**src/rtl/ad7606_pkg.sv**
```systemverilog
// Shared types and constants for the AD7606 conversion sequencer.
package ad7606_pkg;

  localparam int NUM_CH = 8;
  localparam int CH_W   = 3;

  typedef enum logic [2:0] {
    RST, IDLE, CONV, WAIT_BH, WAIT_BL, RD_L, RD_H
  } state_e;

  // OS[2:0] pin codes: oversampling ratio 2^code, 3'b111 is invalid on the part.
  localparam logic [2:0] OS_NONE = 3'd0;
  localparam logic [2:0] OS_X2   = 3'd1;
  localparam logic [2:0] OS_X4   = 3'd2;
  localparam logic [2:0] OS_X8   = 3'd3;
  localparam logic [2:0] OS_X16  = 3'd4;
  localparam logic [2:0] OS_X32  = 3'd5;
  localparam logic [2:0] OS_X64  = 3'd6;

  function automatic logic is_last_ch(input logic [CH_W-1:0] ch);
    return ch == CH_W'(NUM_CH - 1);
  endfunction

endpackage

```
**src/rtl/ad7606_rate_gen.sv**
```systemverilog
// Conversion-rate generator: free-running period counter with a tick on wrap.
module ad7606_rate_gen #(
  parameter int PERIOD = 2500
) (
  input  logic clk,
  input  logic rst_n,
  input  logic enable,
  output logic tick
);
  localparam int CW = $clog2(PERIOD);

  logic [CW-1:0] cnt_q, cnt_d;

  always_comb begin
    tick  = enable && (cnt_q == CW'(PERIOD - 1));
    cnt_d = cnt_q + CW'(1);
    if (!enable || tick) cnt_d = '0;
  end

  always_ff @(posedge clk or negedge rst_n) begin
    if (!rst_n) cnt_q <= '0;
    else        cnt_q <= cnt_d;
  end

endmodule

```
**src/rtl/ad7606_seq.sv**
```systemverilog
// AD7606 sequencer: rate-controlled CONVST, BUSY handshake, 8-channel CS/RD readout.
// Optional first_data framing check enabled by defining AD7606_SEQ_FRMCHK_EN.
module ad7606_seq
  import ad7606_pkg::*;
#(
  parameter int SMP_PERIOD = 2500,
  parameter int CONV_LOW   = 5,
  parameter int RD_LOW     = 3,
  parameter int RD_HIGH    = 2,
  parameter int RST_CYCLES = 50,
  parameter int BUSY_TMO   = 500
) (
  input  logic        clk,
  input  logic        rst_n,
  input  logic        enable,
  input  logic [2:0]  os_sel,
  input  logic [15:0] ad_data,
  input  logic        ad_busy,
  input  logic        first_data,
  output logic [2:0]  ad_os,
  output logic        ad_cs,
  output logic        ad_rd,
  output logic        ad_reset,
  output logic        ad_convstab,
  output logic [15:0] smp_data,
  output logic [2:0]  smp_ch,
  output logic        smp_valid,
  output logic        smp_last,
  output logic        err_tmo,
  output logic        err_ovr,
  output logic        err_frm
);
  localparam int TW = 16;

  logic tick;

  ad7606_rate_gen #(.PERIOD(SMP_PERIOD)) u_rate (
    .clk    (clk),
    .rst_n  (rst_n),
    .enable (enable),
    .tick   (tick)
  );

  state_e          state_q, state_d;
  logic [TW-1:0]   tmr_q, tmr_d;
  logic [CH_W-1:0] ch_q, ch_d;
  logic [2:0]      os_q, os_d;
  logic            cs_q, cs_d, rd_q, rd_d, reset_q, reset_d, conv_q, conv_d;
  logic [15:0]     sdata_q, sdata_d;
  logic [CH_W-1:0] sch_q, sch_d;
  logic            svalid_q, svalid_d, slast_q, slast_d;
  logic            tmo_q, tmo_d, ovr_q, ovr_d;
  logic [1:0]      busy_s_q, busy_s_d;
  logic            busy_sync;

`ifdef AD7606_SEQ_FRMCHK_EN
  logic [1:0] fd_s_q, fd_s_d;
  logic       frm_q, frm_d, restart_q, restart_d;
`endif

  assign busy_sync = busy_s_q[1];

  always_comb begin
    state_d  = state_q;
    tmr_d    = tmr_q + TW'(1);
    ch_d     = ch_q;
    os_d     = os_q;
    cs_d     = cs_q;
    rd_d     = rd_q;
    reset_d  = reset_q;
    conv_d   = conv_q;
    sdata_d  = sdata_q;
    sch_d    = sch_q;
    svalid_d = 1'b0;
    slast_d  = 1'b0;
    tmo_d    = tmo_q;
    // A tick outside IDLE is dropped; the running frame is left alone.
    ovr_d    = ovr_q | (tick && state_q != IDLE);
    busy_s_d = {busy_s_q[0], ad_busy};
`ifdef AD7606_SEQ_FRMCHK_EN
    fd_s_d    = {fd_s_q[0], first_data};
    frm_d     = frm_q;
    restart_d = restart_q;
`endif

    case (state_q)
      RST: if (tmr_q == TW'(RST_CYCLES - 1)) begin
        state_d = IDLE;
        reset_d = 1'b0;
        tmr_d   = '0;
      end
      IDLE: begin
        os_d  = os_sel;
        tmr_d = '0;
        if (tick && enable) begin
          state_d = CONV;
          conv_d  = 1'b0;
        end
      end
      CONV: if (tmr_q == TW'(CONV_LOW - 1)) begin
        state_d = WAIT_BH;
        conv_d  = 1'b1;
        tmr_d   = '0;
      end
      WAIT_BH, WAIT_BL: begin
        if ((state_q == WAIT_BH) == busy_sync) begin
          tmr_d = '0;
          if (state_q == WAIT_BH) begin
            state_d = WAIT_BL;
          end else begin
            state_d = RD_L;
            ch_d    = '0;
            cs_d    = 1'b0;
            rd_d    = 1'b0;
          end
        end else if (tmr_q == TW'(BUSY_TMO - 1)) begin
          tmo_d   = 1'b1;
          state_d = RST;
          reset_d = 1'b1;
          tmr_d   = '0;
        end
      end
      RD_L: if (tmr_q == TW'(RD_LOW - 1)) begin
        sdata_d  = ad_data;
        sch_d    = ch_q;
        svalid_d = 1'b1;
        slast_d  = is_last_ch(ch_q);
        rd_d     = 1'b1;
        state_d  = RD_H;
        tmr_d    = '0;
`ifdef AD7606_SEQ_FRMCHK_EN
        if (ch_q == '0) begin
          if (!fd_s_q[1]) begin
            frm_d     = 1'b1;
            restart_d = 1'b1;
          end
        end else if (fd_s_q[1]) begin
          frm_d = 1'b1;
        end
`endif
      end
      RD_H: if (tmr_q == TW'(RD_HIGH - 1)) begin
        tmr_d = '0;
        if (is_last_ch(ch_q)) begin
          cs_d    = 1'b1;
          state_d = IDLE;
`ifdef AD7606_SEQ_FRMCHK_EN
          // Lost frame alignment: re-reset the ADC before the next conversion.
          if (restart_q) begin
            state_d   = RST;
            reset_d   = 1'b1;
            restart_d = 1'b0;
          end
`endif
        end else begin
          ch_d    = ch_q + CH_W'(1);
          rd_d    = 1'b0;
          state_d = RD_L;
        end
      end
      default: begin
        state_d = RST;
        reset_d = 1'b1;
        tmr_d   = '0;
      end
    endcase
  end

  always_ff @(posedge clk or negedge rst_n) begin
    if (!rst_n) begin
      state_q   <= RST;
      tmr_q     <= '0;
      ch_q      <= '0;
      os_q      <= '0;
      cs_q      <= 1'b1;
      rd_q      <= 1'b1;
      reset_q   <= 1'b1;
      conv_q    <= 1'b1;
      sdata_q   <= '0;
      sch_q     <= '0;
      svalid_q  <= 1'b0;
      slast_q   <= 1'b0;
      tmo_q     <= 1'b0;
      ovr_q     <= 1'b0;
      busy_s_q  <= '0;
`ifdef AD7606_SEQ_FRMCHK_EN
      fd_s_q    <= '0;
      frm_q     <= 1'b0;
      restart_q <= 1'b0;
`endif
    end else begin
      state_q   <= state_d;
      tmr_q     <= tmr_d;
      ch_q      <= ch_d;
      os_q      <= os_d;
      cs_q      <= cs_d;
      rd_q      <= rd_d;
      reset_q   <= reset_d;
      conv_q    <= conv_d;
      sdata_q   <= sdata_d;
      sch_q     <= sch_d;
      svalid_q  <= svalid_d;
      slast_q   <= slast_d;
      tmo_q     <= tmo_d;
      ovr_q     <= ovr_d;
      busy_s_q  <= busy_s_d;
`ifdef AD7606_SEQ_FRMCHK_EN
      fd_s_q    <= fd_s_d;
      frm_q     <= frm_d;
      restart_q <= restart_d;
`endif
    end
  end

`ifdef AD7606_SEQ_FRMCHK_EN
  assign err_frm = frm_q;
`else
  logic unused_fd;
  assign unused_fd = first_data;
  assign err_frm   = 1'b0;
`endif

  assign ad_os       = os_q;
  assign ad_cs       = cs_q;
  assign ad_rd       = rd_q;
  assign ad_reset    = reset_q;
  assign ad_convstab = conv_q;
  assign smp_data    = sdata_q;
  assign smp_ch      = sch_q;
  assign smp_valid   = svalid_q;
  assign smp_last    = slast_q;
  assign err_tmo     = tmo_q;
  assign err_ovr     = ovr_q;

endmodule

```
**config.mk**
```make
export PLATFORM = sky130hd
export DESIGN_NAME = ad7606_seq
export DESIGN_NICKNAME = d
export VERILOG_FILES = /design/src/rtl/ad7606_pkg.sv /design/src/rtl/ad7606_rate_gen.sv /design/src/rtl/ad7606_seq.sv
export SDC_FILE = /design/constraint.sdc
export NUM_CORES = 1
export LEC_CHECK = 0
export CAP_MARGIN = 10
export CORE_MARGIN = 3
export CORE_UTILIZATION = 40
export DETAILED_ROUTE_END_ITERATION = 7
export GPL_TIMING_DRIVEN = 0
export PLACE_DENSITY = 0.7
export SLEW_MARGIN = 20
export SYNTH_ARGS = -nofsm -noshare
export SYNTH_HDL_FRONTEND = slang
export SYNTH_SLANG_ARGS = --single-unit
```
**constraint.sdc**
```tcl
create_clock -name clk -period 2.5 [get_ports clk]
set_input_delay 0.5 -clock clk [delete_from_list [all_inputs] [get_ports clk]]
set_output_delay 0.5 -clock clk [all_outputs]
set_load 0.01 [all_outputs]
```
Yosys cells after proc, flatten, opt, wreduce, memory -nomap -nowiden
Index checks and enable logic that the tools add are counted.
{"block": "word_totals", "reg_bits": 66, "inputBits": 24, "out_inout_bits": 31}
{"block": "classes", "add_sub_neg": 3, "eq_ne": 27, "n_mux": 43, "bitwise": 3, "n_reduce_logical": 19}
{"operator": "$mux 16", "n": 6}
{"operator": "$pmux 16 s5", "n": 1}
{"operator": "$mux 3", "n": 12}
{"operator": "$ne 2x2->1 const B", "n": 11}
{"operator": "$pmux 3 s6", "n": 1}
{"operator": "$mux 1", "n": 17}
{"operator": "$add 16x1->16 const B", "n": 1}
{"operator": "$eq 16x1->1 const B", "n": 1}
{"operator": "$eq 16x2->1 const B", "n": 1}
{"operator": "$eq 16x3->1 const B", "n": 1}
{"operator": "$eq 16x6->1 const B", "n": 1}
{"operator": "$eq 16x9->1 const B", "n": 1}
{"operator": "$add 12x1->12 const B", "n": 1}
{"operator": "$eq 12x12->1 const B", "n": 1}
{"operator": "$eq 3x3->1 const B", "n": 4}
{"operator": "$mux 12", "n": 1}
{"operator": "$reduce_and 6->1", "n": 2}
{"operator": "$reduce_and 5->1", "n": 2}
{"operator": "$eq 3x2->1 const B", "n": 2}
{"operator": "$pmux 1 s3", "n": 2}
{"operator": "$pmux 3 s2", "n": 1}
{"operator": "$reduce_and 3->1", "n": 2}
{"operator": "$pmux 1 s2", "n": 2}
{"operator": "$reduce_and 4->1", "n": 1}
{"operator": "16 further kinds", "n": 20}

Depth between registers and ports, before layout
{"block": "depth", "word_depth": 5, "mapped_depth": 10, "ltp_nobuf": 8}

Cells and area by module
A second synthesis with hierarchy kept.
{"block": "unflattened", "hier_cells": 296, "area_unflattened_um2": 3201.8}
{"module": "ad7606_seq", "instances": 1, "cells_per_inst": 240, "area_each_um2": 2615.0, "seq_area_each_um2": 1356.3}
{"module": "ad7606_rate_gen", "instances": 1, "cells_per_inst": 56, "area_each_um2": 586.8, "seq_area_each_um2": 300.3}

Worst setup path before layout
OpenSTA, ideal clock, no wires.
{"block": "synth_timing", "path_type": "reg2reg", "from": "reg tmr_q[12]", "to": "reg sch_q[0], in the netlist smp_ch[0]", "setup_time_ns": 0.125, "arrival_time_ns": 2.081, "path_slack_ns": 0.294, "path_stages_with_launch": 6, "n_path_buf": 1, "synth_period_minus_slack_ns": 2.206, "cell_sequence": "dfrtp_1 -> or4_4 -> or3_4 -> nor3_4 -> buf_6 -> mux2_4"}
{"block": "synth_via", "elab_chain_cells": 2}
{"element": "from (decl)", "line": "ad7606_seq.sv:45", "rtl": "logic [TW-1:0] tmr_q, tmr_d;"}
{"element": "from (signal assigned)", "line": "ad7606_seq.sv:193", "rtl": "tmr_q <= tmr_d;"}
{"element": "$eq 16x2->1", "line": "ad7606_seq.sv:123", "rtl": "RD_L: if (tmr_q == TW'(RD_LOW - 1)) begin"}
{"element": "$reduce_and 2->1 (no source line)"}
{"element": "to (signal assigned)", "line": "ad7606_seq.sv:201", "rtl": "sch_q <= sch_d;"}
{"element": "to (decl)", "line": "ad7606_seq.sv:50", "rtl": "logic [CH_W-1:0] sch_q, sch_d;"}
No other way between the ends.
A chain may end at the register's enable or synchronous reset.

Final worst setup path
{"block": "layout_timing", "from": "reg tmr_q[3]", "to": "reg sch_q[2], in the netlist smp_ch[2]"}
The elaborated chain is that of the path after synthesis.

==> metrics.md <==
| Metric | Value |
|---|---|
| Average wire per standard cell | 13.7 µm |
| Fin area | 4180 µm² |
| Top_reg_cell synth | dfrtp_1 |
| Final period utilization | a little over nine tenths |
| IO Port Bufs | between 50 and 60 |
| Crit start category | flop |
| Die H | 95.7 µm |
| Final net count | between 300 and 400 |
| Mapped Area | ~3200 µm² |
| Reg-to-reg critical path startpoint | tmr_q[3]$_DFF_PN0_ |
| Multi-input combinational cell area | 1440 µm² |
| CP arrival | approximately 2600 ps |
| Number of global-route vias before repair | about 2300 |
| Site Rows | 32 |
| Area post-placement | just under 4000 µm² |
| Status | finished clean |
| Post-DP HPWL | 4540 µm |
| Total global routing track utilization | between 10% and 20% |
| Max Cap Viol | 0 |
| Seq/Total Area, Yosys | ~51% |
| Worst Setup SP | tmr_q[3]$_DFF_PN0_ |
| Vias | approximately 2400 |
| Setup-failing EPs final | 0 |
| CTS buffer count | 9 |
| Vias per cell | approximately 5.1 |
| Initial antenna violation count | 0 |
| Worst skew pair latency | ~340 ps |
| Slew @ Worst Pin | between 600 and 700 ps |
| CP Max Fanout | 10 |
| Number of synthesized flops with an enable pin | 0 |
| Drc violations | 0 |
| GP Congestion | about 0.89 |
| RSZ-0062 raised after global routing | false |
| IO Pins | 55 |
| Cts hold-fix bufs | 0 |
| Syn Area/Cell | about 11 µm² |
| Post-Synthesis Cells | 293 |
| Final setup slack of the worst path | a little over 100 ps |
| Class of the worst hold path | in -> async |
| Overflow after GRT | 0 |
| Layout area overhead | 29.6% |
| Depth of the CTS H-tree | 3 |
| Critical path type | reg -> reg |
| CTS clk-pin slew, worst paths | about 70 ps |
| Synthesized Nets | ~330 |
| CP Capture Type | flop |
| Initial Utilization | between 40% and 50% |
| Largest net degree at the start of global routing | 46 |
| Max Slew Vio Count | 0 |
| Leakage | ~1.8 nW |
| Die Area | slightly above 9000 µm² |
| Drt pass-1 iters | 4 |
| Clock Tree Buf Depth | 2 |
| Register area | ~1700 µm² |
| Total negative slack | 0 ps |
| Required @ worst endpoint | approximately 2700 ps |
| VDD IR max | 0.000396 V |
| Core Area | between 7000 and 8000 µm² |
| Yosys warns | 0 |
| Cell variety after synth | just over 50 |
| Filler cells | between 600 and 700 |
| Yosys reg bits | 66 |
| Number of diodes | 0 |
| Fin Clk Skew | approximately 12 ps |
| Post-synth ARST share | between 90% and 100% |
| Clk sinks | 66 |
| Setup slack after placement | -4.22 ps |
| Final Critical Period | 2400 ps |
| Initial DRC Count | 172 |
| Relative slew slack | 58.5% |
| Layout cells sized above 1 | approximately 14% |
| Max Freq | 0.417 GHz |
| Final antenna-violating net count | 0 |
| CTS tree | built |
| Die X | between 90 and 100 µm |
| Endpoints failing hold | 0 |
| First-pass GRT wire length | 11100 µm |
| CTS root buf | clkbuf_8 |
| Buffer count from post-CTS setup fixing | 0 |
| Drt total wl | around 6300 µm |
| Cell area power density | 565 nW/µm² |
## sequential cells by signal, summed over array words and instances, names as in the netlist
signal        count
ad_convstab       1
ad_cs             1
ad_os             3
ad_rd             1
ad_reset          1
busy_s_q          2
ch_q              3
err_ovr           1
err_tmo           1
smp_ch            3
smp_data         16
smp_last          1
smp_valid         1
state_q           3
tmr_q            16
u_rate.cnt_q     12
## cells in the final DEF (no fill, tap or decap), types with 2 or more instances in the layout
cell | Yosys | final
xor2_1 | 13 | 13
nand4_1 | 10 | 10
dfrtp_1 | 62 | 61
nor2_1 | 37 | 37
ha_1 | 8 | 8
and2_1 | 3 | 3
mux2_2 | 4 | 4
clkinv_4 | 0 | 2
nand3b_1 | 2 | 2
mux2_1 | 8 | 8
a21oi_1 | 5 | 5
xnor2_1 | 12 | 12
nor4bb_1 | 2 | 2
nor2b_1 | 2 | 2
nor4_1 | 4 | 4
dfstp_2 | 4 | 4
bufinv_16 | 0 | 4
or4_1 | 2 | 2
clkbuf_1 | 9 | 8
nand3_1 | 12 | 12
buf_4 | 2 | 3
o21bai_1 | 2 | 2
mux2_4 | 10 | 10
and3_1 | 7 | 7
nor3_1 | 5 | 5
and4_1 | 3 | 3
inv_1 | 14 | 14
o21ai_0 | 7 | 7
clkbuf_8 | 0 | 10
and3b_1 | 2 | 2
a41o_1 | 2 | 2
nand2_1 | 12 | 12
buf_6 | 3 | 3
clkdlybuf4s50_1 | 0 | 51
a31oi_1 | 5 | 4
## critical path: stages, from the launching register on
cell,delay [ps]
dfrtp_1,420
or4_1,620
or3_4,400
nor3_4,300
buf_6,230
mux2_4,320
## logic make-up after synthesis
group,share of synthesized area (%)
other,0.116
AOI/OAI and AO/OA,6.80
xor gates and xnor gates,6.80
muxes,8.85
adders and majority gates,3.11
and+or+nand+nor,18.6
buffers and inverters,4.31
DFF,51.4
## routing by layer
layer / track usage, % / wire, µm / up-vias
met5: 0 / 0 / -
met4: 6.75 / 88 / 0
met3: 4.07 / 390 / 7
met2: 23.2 / 2850 / 61
met1: 21.4 / 3010 / 1150
li1: - / - / 1152
## Yosys cell counts, types with 8 or more instances
library cell | number | area [µm²]
dfrtp_1 | 62 | 1550
mux2_1 | 8 | 90.1
xor2_1 | 13 | 114
nand3_1 | 12 | 60.1
nand2_1 | 12 | 45.0
ha_1 | 8 | 100
nand4_1 | 10 | 62.6
xnor2_1 | 12 | 105
clkbuf_1 | 9 | 33.8
inv_1 | 14 | 52.6
nor2_1 | 37 | 139
mux2_4 | 10 | 150
## worst paths after layout
check | endpoint | slack (ps) | depth (start not counted)
setup reg to reg | smp_ch[2]$_DFFE_PN0P_ | 100 | 5
hold / removal | ad_os[1]$_DFFE_PN0N_ | 50 | 1
hold reg to reg | busy_s_q[1]$_DFF_PN0_ | 350 | 0
min in group clk | busy_s_q[1]$_DFF_PN0_ | 350 | 0
setup / recovery | smp_ch[2]$_DFFE_PN0P_ | 100 | 5
max in group asynchronous | ad_rd$_DFFE_PN1P_ | 1880 | 2
## power by group
| group | internal (mW) | switching, mW |
|---|---|---|
| logic | 0.0454 | 0.0367 |
| registers | 1.08 | 0.00607 |
| clock network | 0.794 | 0.402 |
## what timing repair did
action	4_1_cts	5_1_grt
gates cloned	0	0
gates resized for setup	0	3
endpoints found under the setup margin	4	11
## final cells by class
class                   count  share of cell area (%)
clock buffers              10                    3.30
flip-flops and latches     66                    39.7
repair buffers             53                    12.9
inverters                  15                    1.35
well taps                 102                    3.06
plain buffers              13                    1.89
clock inverters             6                    3.30
multi-input cells         198                    34.5
## metrics by stage
stage | std cells | power [mW] | util [%] | hold slack (ps)
after floorplan | 293 | 1.12 | - | 204
after global placement | 447 | 1.18 | 49.8 | 334
after detailed placement | 448 | 1.19 | 50.0 | 340
after CTS | 463 | 2.40 | 53.5 | 37.9
after global routing | 463 | 2.47 | 53.8 | 50.5
final | 463 | 2.36 | 53.8 | 49.4
No activity file was read; power rests on OpenSTA's default activity.
